==> src/rtl/carry_lookahead_adder_pkg.sv <==
// Shared helpers for the carry-lookahead adder.
//   ceil_div : integer ceiling division, used to size the number of
//              lookahead blocks for an arbitrary operand width.
package carry_lookahead_adder_pkg;

    function automatic int ceil_div(input int num, input int den);
        return (num + den - 1) / den;
    endfunction

endpackage

==> src/rtl/carry_lookahead_adder_block.sv <==
// cla_block_4 -- first-level 4-bit carry-lookahead block.
// Ports:
//   g[3:0], p[3:0] : per-bit generate / propagate
//   c_in           : carry into bit 0 of the block
//   c[3:0]         : carry into each bit of the block (c[0] = c_in)
//   G, P           : group generate / group propagate for the second level
// Every carry is a flat sum of products of g, p and c_in (two-level logic),
// so no carry waits on a lower bit's carry.
module cla_block_4 (
    input  logic [3:0] g,
    input  logic [3:0] p,
    input  logic       c_in,
    output logic [3:0] c,
    output logic       G,
    output logic       P
);

    assign c[0] = c_in;
    assign c[1] = g[0] | (p[0] & c_in);
    assign c[2] = g[1] | (p[1] & g[0]) | (p[1] & p[0] & c_in);
    assign c[3] = g[2] | (p[2] & g[1]) | (p[2] & p[1] & g[0])
                | (p[2] & p[1] & p[0] & c_in);

    assign G = g[3] | (p[3] & g[2]) | (p[3] & p[2] & g[1])
             | (p[3] & p[2] & p[1] & g[0]);
    assign P = &p;

endmodule

==> src/rtl/carry_lookahead_adder.sv <==
// carry_lookahead_adder -- registered two-level carry-lookahead adder.
// Parameter N : operand width (any value >= 1).
// Ports:
//   clk   : rising-edge clock
//   rst_n : asynchronous active-low reset, clears Sum and Cout
//   A, B  : unsigned N-bit addends
//   Cin   : carry-in
//   Sum   : registered sum, valid one cycle after the operands
//   Cout  : registered carry-out of bit N-1
// Bits are grouped in 4-bit cla_block_4 instances; a second lookahead level
// over the group G/P produces each block's carry-in. Unused bits of a
// partial top block have g = p = 0.
module carry_lookahead_adder
    import carry_lookahead_adder_pkg::*;
#(
    parameter int N = 4
) (
    input  logic         clk,
    input  logic         rst_n,
    input  logic [N-1:0] A,
    input  logic [N-1:0] B,
    input  logic         Cin,
    output logic [N-1:0] Sum,
    output logic         Cout
);

    localparam int BLOCK = 4;
    localparam int NB    = ceil_div(N, BLOCK);
    localparam int W     = NB * BLOCK;

    logic [W-1:0] a_pad, b_pad;
    logic [W-1:0] g, p;
    logic [W-1:0] c_all;      // carry into each (padded) bit position
    logic [NB:0]  blk_c;      // carry into each block; blk_c[NB] = out of top
    logic [NB-1:0] blk_g, blk_p;
    logic [N-1:0] sum_d;
    logic         cout_d;

    // NOTE: every variable assigned in always_comb gets a full default first,
    // so no path leaves it unassigned and no latch is inferred.
    always_comb begin
        a_pad        = '0;
        b_pad        = '0;
        a_pad[N-1:0] = A;
        b_pad[N-1:0] = B;
    end

    assign g = a_pad & b_pad;
    assign p = a_pad ^ b_pad;

    for (genvar b = 0; b < NB; b++) begin : g_blk
        cla_block_4 u_blk (
            .g    (g[BLOCK*b +: BLOCK]),
            .p    (p[BLOCK*b +: BLOCK]),
            .c_in (blk_c[b]),
            .c    (c_all[BLOCK*b +: BLOCK]),
            .G    (blk_g[b]),
            .P    (blk_p[b])
        );
    end

    // Second level: blk_c[j] = OR_k (G[k] & P[k+1..j-1]) | (Cin & P[0..j-1]).
    // The loops unroll into one flat sum of products per block carry.
    logic acc, prod;
    always_comb begin
        blk_c    = '0;
        acc      = 1'b0;
        prod     = 1'b0;
        blk_c[0] = Cin;
        for (int j = 1; j <= NB; j++) begin
            acc = 1'b0;
            for (int k = 0; k < j; k++) begin
                prod = blk_g[k];
                for (int m = k + 1; m < j; m++) prod = prod & blk_p[m];
                acc = acc | prod;
            end
            prod = Cin;
            for (int m = 0; m < j; m++) prod = prod & blk_p[m];
            blk_c[j] = acc | prod;
        end
    end

    assign sum_d = p[N-1:0] ^ c_all[N-1:0];

    // In a partial top block the zeroed pad bits kill the group generate, so
    // the carry-out is taken from the internal carry into bit N instead.
    if (N % BLOCK == 0) begin : g_cout_full
        assign cout_d = blk_c[NB];
    end else begin : g_cout_part
        assign cout_d = c_all[N];
    end

    // NOTE: state registers use non-blocking assignments so every flop
    // samples pre-edge values regardless of process ordering.
    always_ff @(posedge clk or negedge rst_n) begin
        if (!rst_n) begin
            Sum  <= '0;
            Cout <= 1'b0;
        end else begin
            Sum  <= sum_d;
            Cout <= cout_d;
        end
    end

endmodule

==> config.mk <==
export PLATFORM = sky130hd
export DESIGN_NAME = carry_lookahead_adder
export DESIGN_NICKNAME = d
export VERILOG_FILES = /design/src/rtl/carry_lookahead_adder_pkg.sv /design/src/rtl/carry_lookahead_adder_block.sv /design/src/rtl/carry_lookahead_adder.sv
export SDC_FILE = /design/constraint.sdc
export NUM_CORES = 1
export LEC_CHECK = 0
export BUFFER_PORTS_ARGS = -buffer_cell sky130_fd_sc_hd__clkbuf_2
export CELL_PAD_IN_SITES_DETAIL_PLACEMENT = 1
export CELL_PAD_IN_SITES_GLOBAL_PLACEMENT = 1
export CORE_AREA = 2 2 39 41
export DETAILED_ROUTE_END_ITERATION = 7
export DIE_AREA = 0 0 41 43
export GPL_ROUTABILITY_DRIVEN = 0
export PLACE_DENSITY_LB_ADDON = 0.05
export REMOVE_ABC_BUFFERS = 1
export SLEW_MARGIN = 20
export SYNTH_ARGS = -nofsm -noshare
export SYNTH_HDL_FRONTEND = slang
export SYNTH_HIERARCHICAL = 1
export SYNTH_SLANG_ARGS = --single-unit
==> constraint.sdc <==
create_clock -name clk -period 0.8 [get_ports clk]
set_clock_uncertainty 0.15 [all_clocks]
set_input_delay 0 -clock clk [delete_from_list [all_inputs] [get_ports clk]]
set_output_delay 0 -clock clk [all_outputs]
set_load 0.02 [all_outputs]
**Word level (Yosys, flattened, before mapping)**

Cells that the tools add are included.
W data, S select, Z words.

- Bitwise operators: 28
- Reduce and logical (&&, ||, !) cells: 1

Operator list:

| operator | number |
|---|---|
| $and A1 B1 Y1 | 15 |
| $or A1 B1 Y1 | 10 |
| $xor A4 B4 Y4 | 2 |
| $and A4 B4 Y4 | 1 |
| $reduce_and A4 Y1 | 1 |

- Bits of input ports: 11
- Output and inout bits: 5
- Word-level logic and storage cells: 31
- Bits in registers: 5

**Longest topological paths before layout**

Gate-level depths: netlist of run 1.

- Word-level depth: 6
- Depth in mapped cells: 4
- Gate-level depth less buffers: 4

**Cells and area by module**

Netlist of run 1, hierarchy kept.

Modules (own cells, without submodules):

| module | cells an instance | instances | area each (µm²) |
|---|---|---|---|
| carry_lookahead_adder | 14 | 1 | 217.7 |
| cla_block_4 | 10 | 1 | 66.3 |

**Worst setup path after synthesis of run 1**

OpenSTA, ideal clock, no wires.

- Path kind: input -> register
- Start: input A[0]
- End: register Sum[3]
- Setup slack: -0.339 ns
- Stages: 4
- Buffers on the path: 0
- Data arrival time: 0.865 ns
- Setup time: 0.124 ns
- Cells stage by stage: ha_1 -> a21o_1 -> a31o_1 -> xor2_1

- Word-level cells in the longest chain between the ends: 5
- Elaborated cells on any way between the ends: 8
- Classes of those cells: bitwise: 8

RTL lines:

| element | line | text |
|---|---|---|
| from (decl) | carry_lookahead_adder.sv:20 | `input logic [N-1:0] A,` |
| $and A4 B4 Y4 or $xor A4 B4 Y4 (tied branches) | carry_lookahead_adder.sv:48, carry_lookahead_adder.sv:49 |  |
| $and A1 B1 Y1, on equally long branches | carry_lookahead_adder_block.sv:21, carry_lookahead_adder_block.sv:22 |  |
| $or A1 B1 Y1 or $and A1 B1 Y1 (tied branches) | carry_lookahead_adder_block.sv:21, carry_lookahead_adder_block.sv:22 |  |
| $or A1 B1 Y1 * | carry_lookahead_adder_block.sv:22 | `\| (p[2] & p[1] & p[0] & c_in);` |
| net c_all[3] | carry_lookahead_adder.sv:33 | `logic [W-1:0] c_all;` |
| $xor A4 B4 Y4 * | carry_lookahead_adder.sv:83 | `assign sum_d = p[N-1:0] ^ c_all[N-1:0];` |
| net sum_d[3] | carry_lookahead_adder.sv:36 | `logic [N-1:0] sum_d;` |
| to (signal assigned) | carry_lookahead_adder.sv:100 | `Sum <= sum_d;` |
| to (decl) | carry_lookahead_adder.sv:23 | `output logic [N-1:0] Sum,` |

Mark *: on every way through the listed nets, which the timed path passes. The rest lies on a longest branch.

**Final worst setup path of run 1**

- Start: register Cout
- End: output Cout

RTL lines:

| element | line | text |
|---|---|---|
| from (decl) | carry_lookahead_adder.sv:24 | `output logic Cout` |
| from (signal assigned) | carry_lookahead_adder.sv:101 | `Cout <= cout_d;` |

No word-level cell between the ends.

==> results of run 1 <==
-- stage by stage --
stage	instances	power, uW	util (%)	instance area (um^2)
3_3_place_gp	61	605.6	30.65	424.2
6_report	66	997.6	40.60	561.8
5_1_grt	66	1088	40.60	561.8
4_1_cts	66	948.0	37.43	518.0
3_5_place_dp	61	609.4	30.65	424.2
2_1_floorplan	23	471.8	-	276.5
-- worst min path at each step --
stage	slack (ns)	depth (start not counted)	end
2_1_floorplan	-0.45	0	Cout
3_3_place_gp	-0.33	1	Sum[3]
3_5_place_dp	-0.33	1	Sum[3]
4_1_cts	-0.11	3	Sum[0]
5_1_grt	-0.09	3	Sum[0]
6_report	-0.1	3	Sum[0]
-- cells in the mapped netlist --
cell | count | area share [%]
a21oi_1 | 2 | 3.5
ha_1 | 4 | 18
dfrtp_1 | 5 | 44
and4_1 | 1 | 3.1
a31o_1 | 1 | 3.1
o21ai_1 | 1 | 1.8
a21o_1 | 4 | 11
nand2_1 | 1 | 1.3
xor2_1 | 4 | 12
buf_4 | 1 | 2.6
-- power groups by stage --
stage	Combinational [uW]	Clock [uW]	Sequential, uW
global placement	292	0	314
floorplan	95.9	0	376
detailed placement	294	0	315
finish	397	280	320
CTS	340	297	311
global route	437	324	327
-- metal layers --
layer	part of all wire (%)	routed length, um	track usage [%]	up-vias
met5	0	0	0	-
met4	0	0	8.000	0
met3	5.9	39	3.141	0
met2	57	377	13.75	11
met1	37	243	9.265	138
li1	-	-	-	138
-- area by class of cell --
| type | instances | area share (%) |
|---|---|---|
| clock buffers | 4 | 4.677 |
| well taps | 16 | 3.563 |
| repair buffers | 23 | 33.63 |
| multi-input cells | 18 | 35.86 |
| flip-flops and latches | 5 | 22.27 |
-- state kept, by name (all words and copies together) (netlist names) --
signal / cells
Cout: 1
Sum: 4
-- cell families (layout without fill, tap and decap cells) --
group	Yosys count	count (layout)	synth area share, %
DFF	5	5	44.05
xor gates and xnor gates	4	4	12.33
AOI/OAI and AO/OA	8	8	18.94
buffers and inverters	1	27	2.644
and+or+nand+nor	2	2	4.405
adders and majority gates	4	4	17.62
-- what timing repair did --
action / 4_1_cts / 5_1_grt
resized for setup: 6 / 18
cloned: 0 / 0
setup buffers: 0 / 0
hold endpoints to repair: 7 / 7
pin swaps: 4 / 1
setup endpoints to repair: 9 / 8
-- layout by cell type (no fill, tap or decap) --
cell,n
buf_4,5
clkbuf_4,3
clkbuf_1,1
o21ai_1,1
and4_1,1
dlygate4sd3_1,1
a21oi_1,2
buf_6,9
a31o_1,1
ha_4,4
nand2_1,1
xor2_1,4
dfrtp_1,5
clkbuf_2,8
a21o_1,4
==> flow_summary_export.csv, run 1 <==
group,metric,value,unit
run_status,outcome,"finished, violations left",
run_status,violations,"hold timing, setup timing",
power,p_int,716.6,uW
clocking,max-clock-path-buffers,2,
timing,drv_slew,0,
setup_path,start_kind,"flop",
detailed_routing,postRouteAntennaNets,0,
setup_path,worstPathArrival,0.73,ns
clocking,ctsHoldBuffers,1,
detailed_routing,wirelength,661,um
setup_path,critical-path-slowest-cell,"dfrtp_1",
place,dp_hpwl,532.1,um
setup_path,worst_setup_path_end_kind,"primary output",
final_layout,syn2layout_area_growth,97.80,%
clocking,cts_tree,"done",
power,power_density,1776,mW/mm^2
timing,tightest_slew,0.1261,ns
floorplanning,initial_core_util,20.52,%
timing,fmax,1.135,GHz
final_layout,register_area,125.1,um^2
power,ir_drop,0.0004463,V
clocking,cts-root-buf,"clkbuf_4",
timing,setup_ws,-0.08139,ns
hold_path,hold_path_startpoint,"Cin",
setup_path,critical_path.cell_chain,"buf_6",
timing,finalCritPeriodShare,110.2,%
detailed_routing,drt_iter0_markers,2,
timing,finalSetupViolations,7,
hold_path,hp-class,"in2reg",
synthesis,synth_cell_types,10,
power,swShare,28.17,%
timing,hold_ws,-0.09873,ns
floorplanning,die_h,43,um
setup_path,worst-setup-path-type,"reg2out",
detailed_routing,vias,287,
floorplanning,coreArea,0.001384,mm^2
detailed_routing,routedWlPerCell,10.02,um
power,leakagePower,0.0002822,uW
setup_path,cp_num_cells,1,
timing,hold_viol_final,7,
global_route,antenna_found_initial,0,
final_layout,multi_input_area,201.4,um^2
global_route,grt_pass1_wl,1055,um
floorplanning,rows,14,
final_layout,fillerInstances,159,
setup_path,cpPeakStageDelay,0.37,ns
place,place_ws,-0.4404,ns
detailed_routing,dr.pass1.iters,2,
setup_path,critical_path_peak_fanout,1,
job,cap_violations,0,
floorplanning,dieArea,0.001763,mm^2
setup_path,worstSetupEndpoint,"Cout",
detailed_routing,vias_per_cell,4.348,
timing,rsz0062_at_grt,"yes",
synthesis,synth_cells,24,
global_route,grt-ovfl-total,0,
clocking,htree_levels,1,
clocking,path_clk_slew,0.04,ns
setup_path,cp-startpoint,"Cout",
synthesis,synth_area_per_cell,11.83,um^2
global_route,gr-usage-all-layers,9.118,%
synthesis,ys.warnings.count,6,
global_route,grt_max_degree,6,
global_route,grt_pass1_vias,275,
detailed_routing,drc,0,
timing,setup_tns,-0.5126,ns
final_layout,drive_above_1_share,58.00,%
power,power_frac_comb,39.8,%
final_layout,nets,66,
timing,min_period,0.8814,ns
timing,slew_headroom,91.56,%
power,p_sw,281.0,uW
setup_path,path_buf_inv,1,
clocking,cts_num_sinks,5,
floorplanning,ios,16,
clocking,cts_buffers,3,
power,clkPwrFrac,28.1,%
final_layout,antenna_cells,0,
synthesis,yosysSeqAreaShare,44.05,%
power,share_seq_of_total_power,32.1,%
place,portBuffers,15,
synthesis,synth_seq_cells,5,
setup_path,critPathRequiredTime,0.65,ns
synthesis,syn-cell-area,284.0,um^2
floorplanning,die_x,41,um
setup_path,critPathTopFamily,"flip-flops",
No activity file was read; power rests on OpenSTA's default activity.
==> inputs of run 2 (changes only) <==
Settings changed: BUFFER_PORTS_ARGS -buffer_cell sky130_fd_sc_hd__clkbuf_2 to unset, DONT_BUFFER_PORTS set to 1.
==> run 2 against run 1 <==
The run still ends with hold timing, setup timing left; highest routed layer unchanged; final cell count down 24%; total power down 15%; clock power about the same; sequential share of layout area up 9.4 points; first-iteration DRC count down 100%; largest power group is now sequential cells; global-route usage up 0.37 points; largest cell class unchanged; cell area down 26%; maximum frequency up 7.1%; via count down 24%.
==> flow_summary_export.csv, run 2 (synthesis results as in run 1) <==
group,metric,value,unit
run_status,outcome,"finished, violations left",
run_status,violations,"hold timing, setup timing",
final_layout,final_cell_mix,"dfrtp_2, buf_4, xor2_1, a21o_1, clkbuf_4",
final_layout,top_register,"Sum",
place,portBuffers,0,
global_route,antenna_found_initial,0,
timing,finalSetupViolations,5,
timing,hold_ws,-0.3021,ns
timing,tightest_slew,0.2241,ns
final_layout,antenna_cells,0,
clocking,ctsHoldBuffers,1,
setup_path,worst-setup-path-type,"reg2out",
clocking,htree_levels,1,
global_route,gr-usage-all-layers,9.491,%
place,dp_hpwl,519.9,um
power,leakagePower,0.0001939,uW
timing,hold_viol_final,10,
clocking,cts_num_sinks,5,
global_route,grt-ovfl-total,0,
power,power_density,2039,mW/mm^2
detailed_routing,drt_iter0_markers,0,
timing,fmax,1.215,GHz
setup_path,critPathRequiredTime,0.65,ns
floorplanning,initial_core_util,20.52,%
final_layout,drive_above_1_share,50.00,%
setup_path,start_kind,"flop",
timing,setup_ws,-0.02275,ns
job,cap_violations,0,
floorplanning,die_x,41,um
place,place_ws,-0.3545,ns
floorplanning,ios,16,
final_layout,largestRegisters,"Sum (4), Cout (1)",
global_route,grt_pass1_vias,272,
clocking,max-clock-path-buffers,2,
setup_path,worstPathArrival,0.67,ns
floorplanning,coreArea,0.001384,mm^2
floorplanning,dieArea,0.001763,mm^2
timing,min_period,0.8228,ns
final_layout,fin_area,415.4,um^2
timing,slew_headroom,85.01,%
final_layout,nets,50,
detailed_routing,vias,218,
clocking,path_clk_slew,0.04,ns
detailed_routing,postRouteAntennaNets,0,
hold_path,hp-class,"in2reg",
global_route,grt_pass1_wl,1090,um
timing,finalCritPeriodShare,102.8,%
final_layout,syn2layout_area_growth,46.26,%
clocking,cts-root-buf,"clkbuf_4",
setup_path,critical_path_peak_fanout,1,
floorplanning,rows,14,
detailed_routing,drc,0,
place,placedInstanceArea,341.6,um^2
global_route,grt_max_degree,6,
power,ir_drop,0.0003214,V
detailed_routing,routedWlPerCell,12.48,um
final_layout,fin_util,30.02,%
timing,rsz0062_at_grt,"yes",
final_layout,fillerInstances,157,
clocking,cts_tree,"done",
detailed_routing,dr.pass1.iters,1,
final_layout,largest_reg_flops,4,
detailed_routing,wirelength,624,um
floorplanning,die_h,43,um
setup_path,worst_setup_path_end_kind,"primary output",
detailed_routing,vias_per_cell,4.360,
clocking,cts_buffers,3,
clocking,post_cts_buffers,0,
timing,drv_slew,0,
[run 2: cell types whose count changed in the layout (fill, tap and decap cells not counted), sizes merged]
cell / previous run / this run
buf: 14 / 6
clkbuf: 12 / 4
[run 2: power breakdown]
group	internal [uW]	switching, uW	total (uW)
combinational	103	77.0	180
sequential	310	76.6	386
clock	188	92.4	280
total	601	246	847
[run 2: per-stage QoR]
stage / hold slack (ns) / setup TNS (ns) / instances / total power [uW]
3_5_place_dp: -0.4455 / -1.210 / 45 / 540.6
4_1_cts: -0.3061 / -0.1664 / 50 / 862.4
2_1_floorplan: -0.4456 / -0.9012 / 23 / 471.8
3_3_place_gp: -0.4455 / -1.185 / 45 / 532.4
5_1_grt: -0.3174 / -0.2807 / 50 / 931.2
6_report: -0.3021 / -0.1057 / 50 / 846.9
[run 2: final cells by class]
cell class	instances	area [um^2]	share of cell area, %
Multi-Input combinational cell	18	178.9	43.07
Sequential cell	5	131.4	31.63
Timing Repair Buffer	7	58.81	14.16
Clock buffer	4	26.28	6.325
Tap cell	16	20.02	4.819
[run 2: metal layers]
metal  track usage [%]  wire (um)
met1             10.76        245
met2             13.44        339
met3             3.141         38
met4             8.000          0
met5                 0          0
[run 2: final timing paths]
path | startpoint | endpoint | depth (start not counted) | slack [ns]
worst max-delay path | Sum[3] | Sum[3] | 0 | -0.02
min in group asynchronous | rst_n | Sum[1] | 1 | -0.10
max in group asynchronous | rst_n | Cout | 1 | 0.39
worst min-delay path | Cin | Sum[0] | 1 | -0.30
[run 2: what timing repair did]
action,in CTS,in global routing
setup endpoints to repair,7,6
resized for setup,6,3
pin swaps,2,0
hold endpoints to repair,10,9
==> inputs of run 3 (changes only) <==
Settings changed: SETUP_SLACK_MARGIN set to 0.02.
==> run 3 against run 2 <==
The run still ends with hold timing, setup timing left; total power up 0.68%; maximum frequency unchanged; via count up 1.8%; sequential share of layout area down 0.92 points; final cell count unchanged; flip-flop and latch count unchanged; worst hold slack unchanged; count of clock-buffer cells in the layout unchanged; combinational power up 3%; core utilization up 0.90 points; non-clock buffer count unchanged; critical endpoint unchanged.
==> flow_summary_export.csv, run 3 (synthesis results as in run 1) <==
group,metric,value,unit
setup_path,worstPathArrival,0.67,ns
floorplanning,die_h,43,um
hold_path,hp-class,"in2reg",
final_layout,syn2layout_area_growth,50.66,%
power,share_seq_of_total_power,45.3,%
setup_path,worst_setup_path_end_kind,"primary output",
final_layout,nets,50,
detailed_routing,wirelength,642,um
power,p_sw,246.3,uW
detailed_routing,drc,0,
floorplanning,coreArea,0.001384,mm^2
timing,hold_ws,-0.3021,ns
global_route,gr-usage-all-layers,9.491,%
detailed_routing,vias,222,
global_route,use_met3,3.141,%
floorplanning,initial_core_util,20.52,%
run_status,violations,"hold timing, setup timing",
setup_path,start_kind,"flop",
setup_path,worst-setup-path-type,"reg2out",
global_route,antenna_found_initial,0,
global_route,met1_usage,10.76,%
detailed_routing,drt_iter0_markers,0,
clocking,cts-root-buf,"clkbuf_4",
clocking,ctsHoldBuffers,1,
final_layout,fin_util,30.92,%
job,cap_violations,0,
timing,drv_slew,0,
power,power_density,1993,mW/mm^2
timing,finalCritPeriodShare,102.8,%
power,ir_drop,0.0003220,V
final_layout,final_cell_mix,"dfrtp_2, buf_4, xor2_1, a21o_1",
final_layout,largest_reg_flops,4,
setup_path,critPathRequiredTime,0.65,ns
final_layout,fillerInstances,155,
global_route,gr-max-usage-layer,"met2",
clocking,cts_num_sinks,5,
place,dp_hpwl,519.9,um
timing,fmax,1.215,GHz
floorplanning,dieArea,0.001763,mm^2
timing,setup_tns,-0.1057,ns
global_route,grtUsageMet2,13.44,%
floorplanning,rows,14,
setup_path,cp_num_cells,0,
detailed_routing,routedWlPerCell,12.84,um
power,clkPwrFrac,32.9,%
global_route,grt_max_degree,6,
floorplanning,ios,16,
global_route,grt-ovfl-total,0,
clocking,cts_buffers,3,
detailed_routing,vias_per_cell,4.440,
hold_path,hold_depth,1,
timing,finalSetupViolations,5,
timing,min_period,0.8228,ns
power,total_power,852.6,uW
detailed_routing,postRouteAntennaNets,0,
clocking,max-clock-path-buffers,2,
place,portBuffers,0,
final_layout,antenna_cells,0,
clocking,htree_levels,1,
power,power_frac_comb,21.8,%
clocking,cts_tree,"done",
timing,hold_viol_final,10,
clocking,post_cts_buffers,0,
timing,setup_ws,-0.02275,ns
timing,rsz0062_at_grt,"yes",
place,place_ws,-0.3545,ns
setup_path,critical_path_peak_fanout,1,
timing,slew_headroom,85.01,%
floorplanning,die_x,41,um
final_layout,largestRegisters,"Sum (4), Cout (1)",
final_layout,drive_above_1_share,52.94,%
run_status,outcome,"finished, violations left",
global_route,grt_pass1_wl,1090,um
power,swShare,28.89,%
timing,tightest_slew,0.2241,ns
detailed_routing,dr.pass1.iters,1,
power,p_int,606.3,uW
clocking,path_clk_slew,0.04,ns
final_layout,top_register,"Sum",
power,leakagePower,0.0001939,uW
global_route,grt_pass1_vias,272,
==> run 3: area by class of cell <==
type | instances | area [um^2] | share of cell area [%]
multi-input cells | 18 | 191.4 | 44.74
well taps | 16 | 20.02 | 4.678
repair buffers | 7 | 58.81 | 13.74
flip-flops and latches | 5 | 131.4 | 30.70
clock buffers | 4 | 26.28 | 6.140
==> run 3: per-stage QoR <==
stage	instance area, um^2	instances
6_report	427.9	50
5_1_grt	427.9	50
4_1_cts	410.4	50
3_5_place_dp	341.6	45
3_3_place_gp	341.6	45
2_1_floorplan	276.5	23
==> run 3: layer usage <==
metal  wire (um)  part of all wire, %
met5           0                    0
met4           0                    0
met3          39                  6.1
met2         351                   55
met1         251                   39
==> run 3: power groups by stage <==
| stage | clock network, uW | registers [uW] | logic [uW] |
|---|---|---|---|
| 2_1_floorplan | 0 | 376 | 95.9 |
| 3_3_place_gp | 0 | 379 | 153 |
| 3_5_place_dp | 0 | 383 | 158 |
| 4_1_cts | 297 | 385 | 181 |
| 5_1_grt | 330 | 396 | 213 |
| 6_report | 280 | 386 | 186 |
==> run 3: worst paths after layout <==
check                        from     end
worst min-delay path          Cin  Sum[0]
max in group asynchronous   rst_n    Cout
worst max-delay path       Sum[3]  Sum[3]
min in group asynchronous   rst_n  Sum[1]
==> run 3: timing repair <==
action,4_1_cts,5_1_grt
pin swaps,2,1
hold endpoints to repair,10,10
resized for setup,6,4
endpoints found under the setup margin,9,8
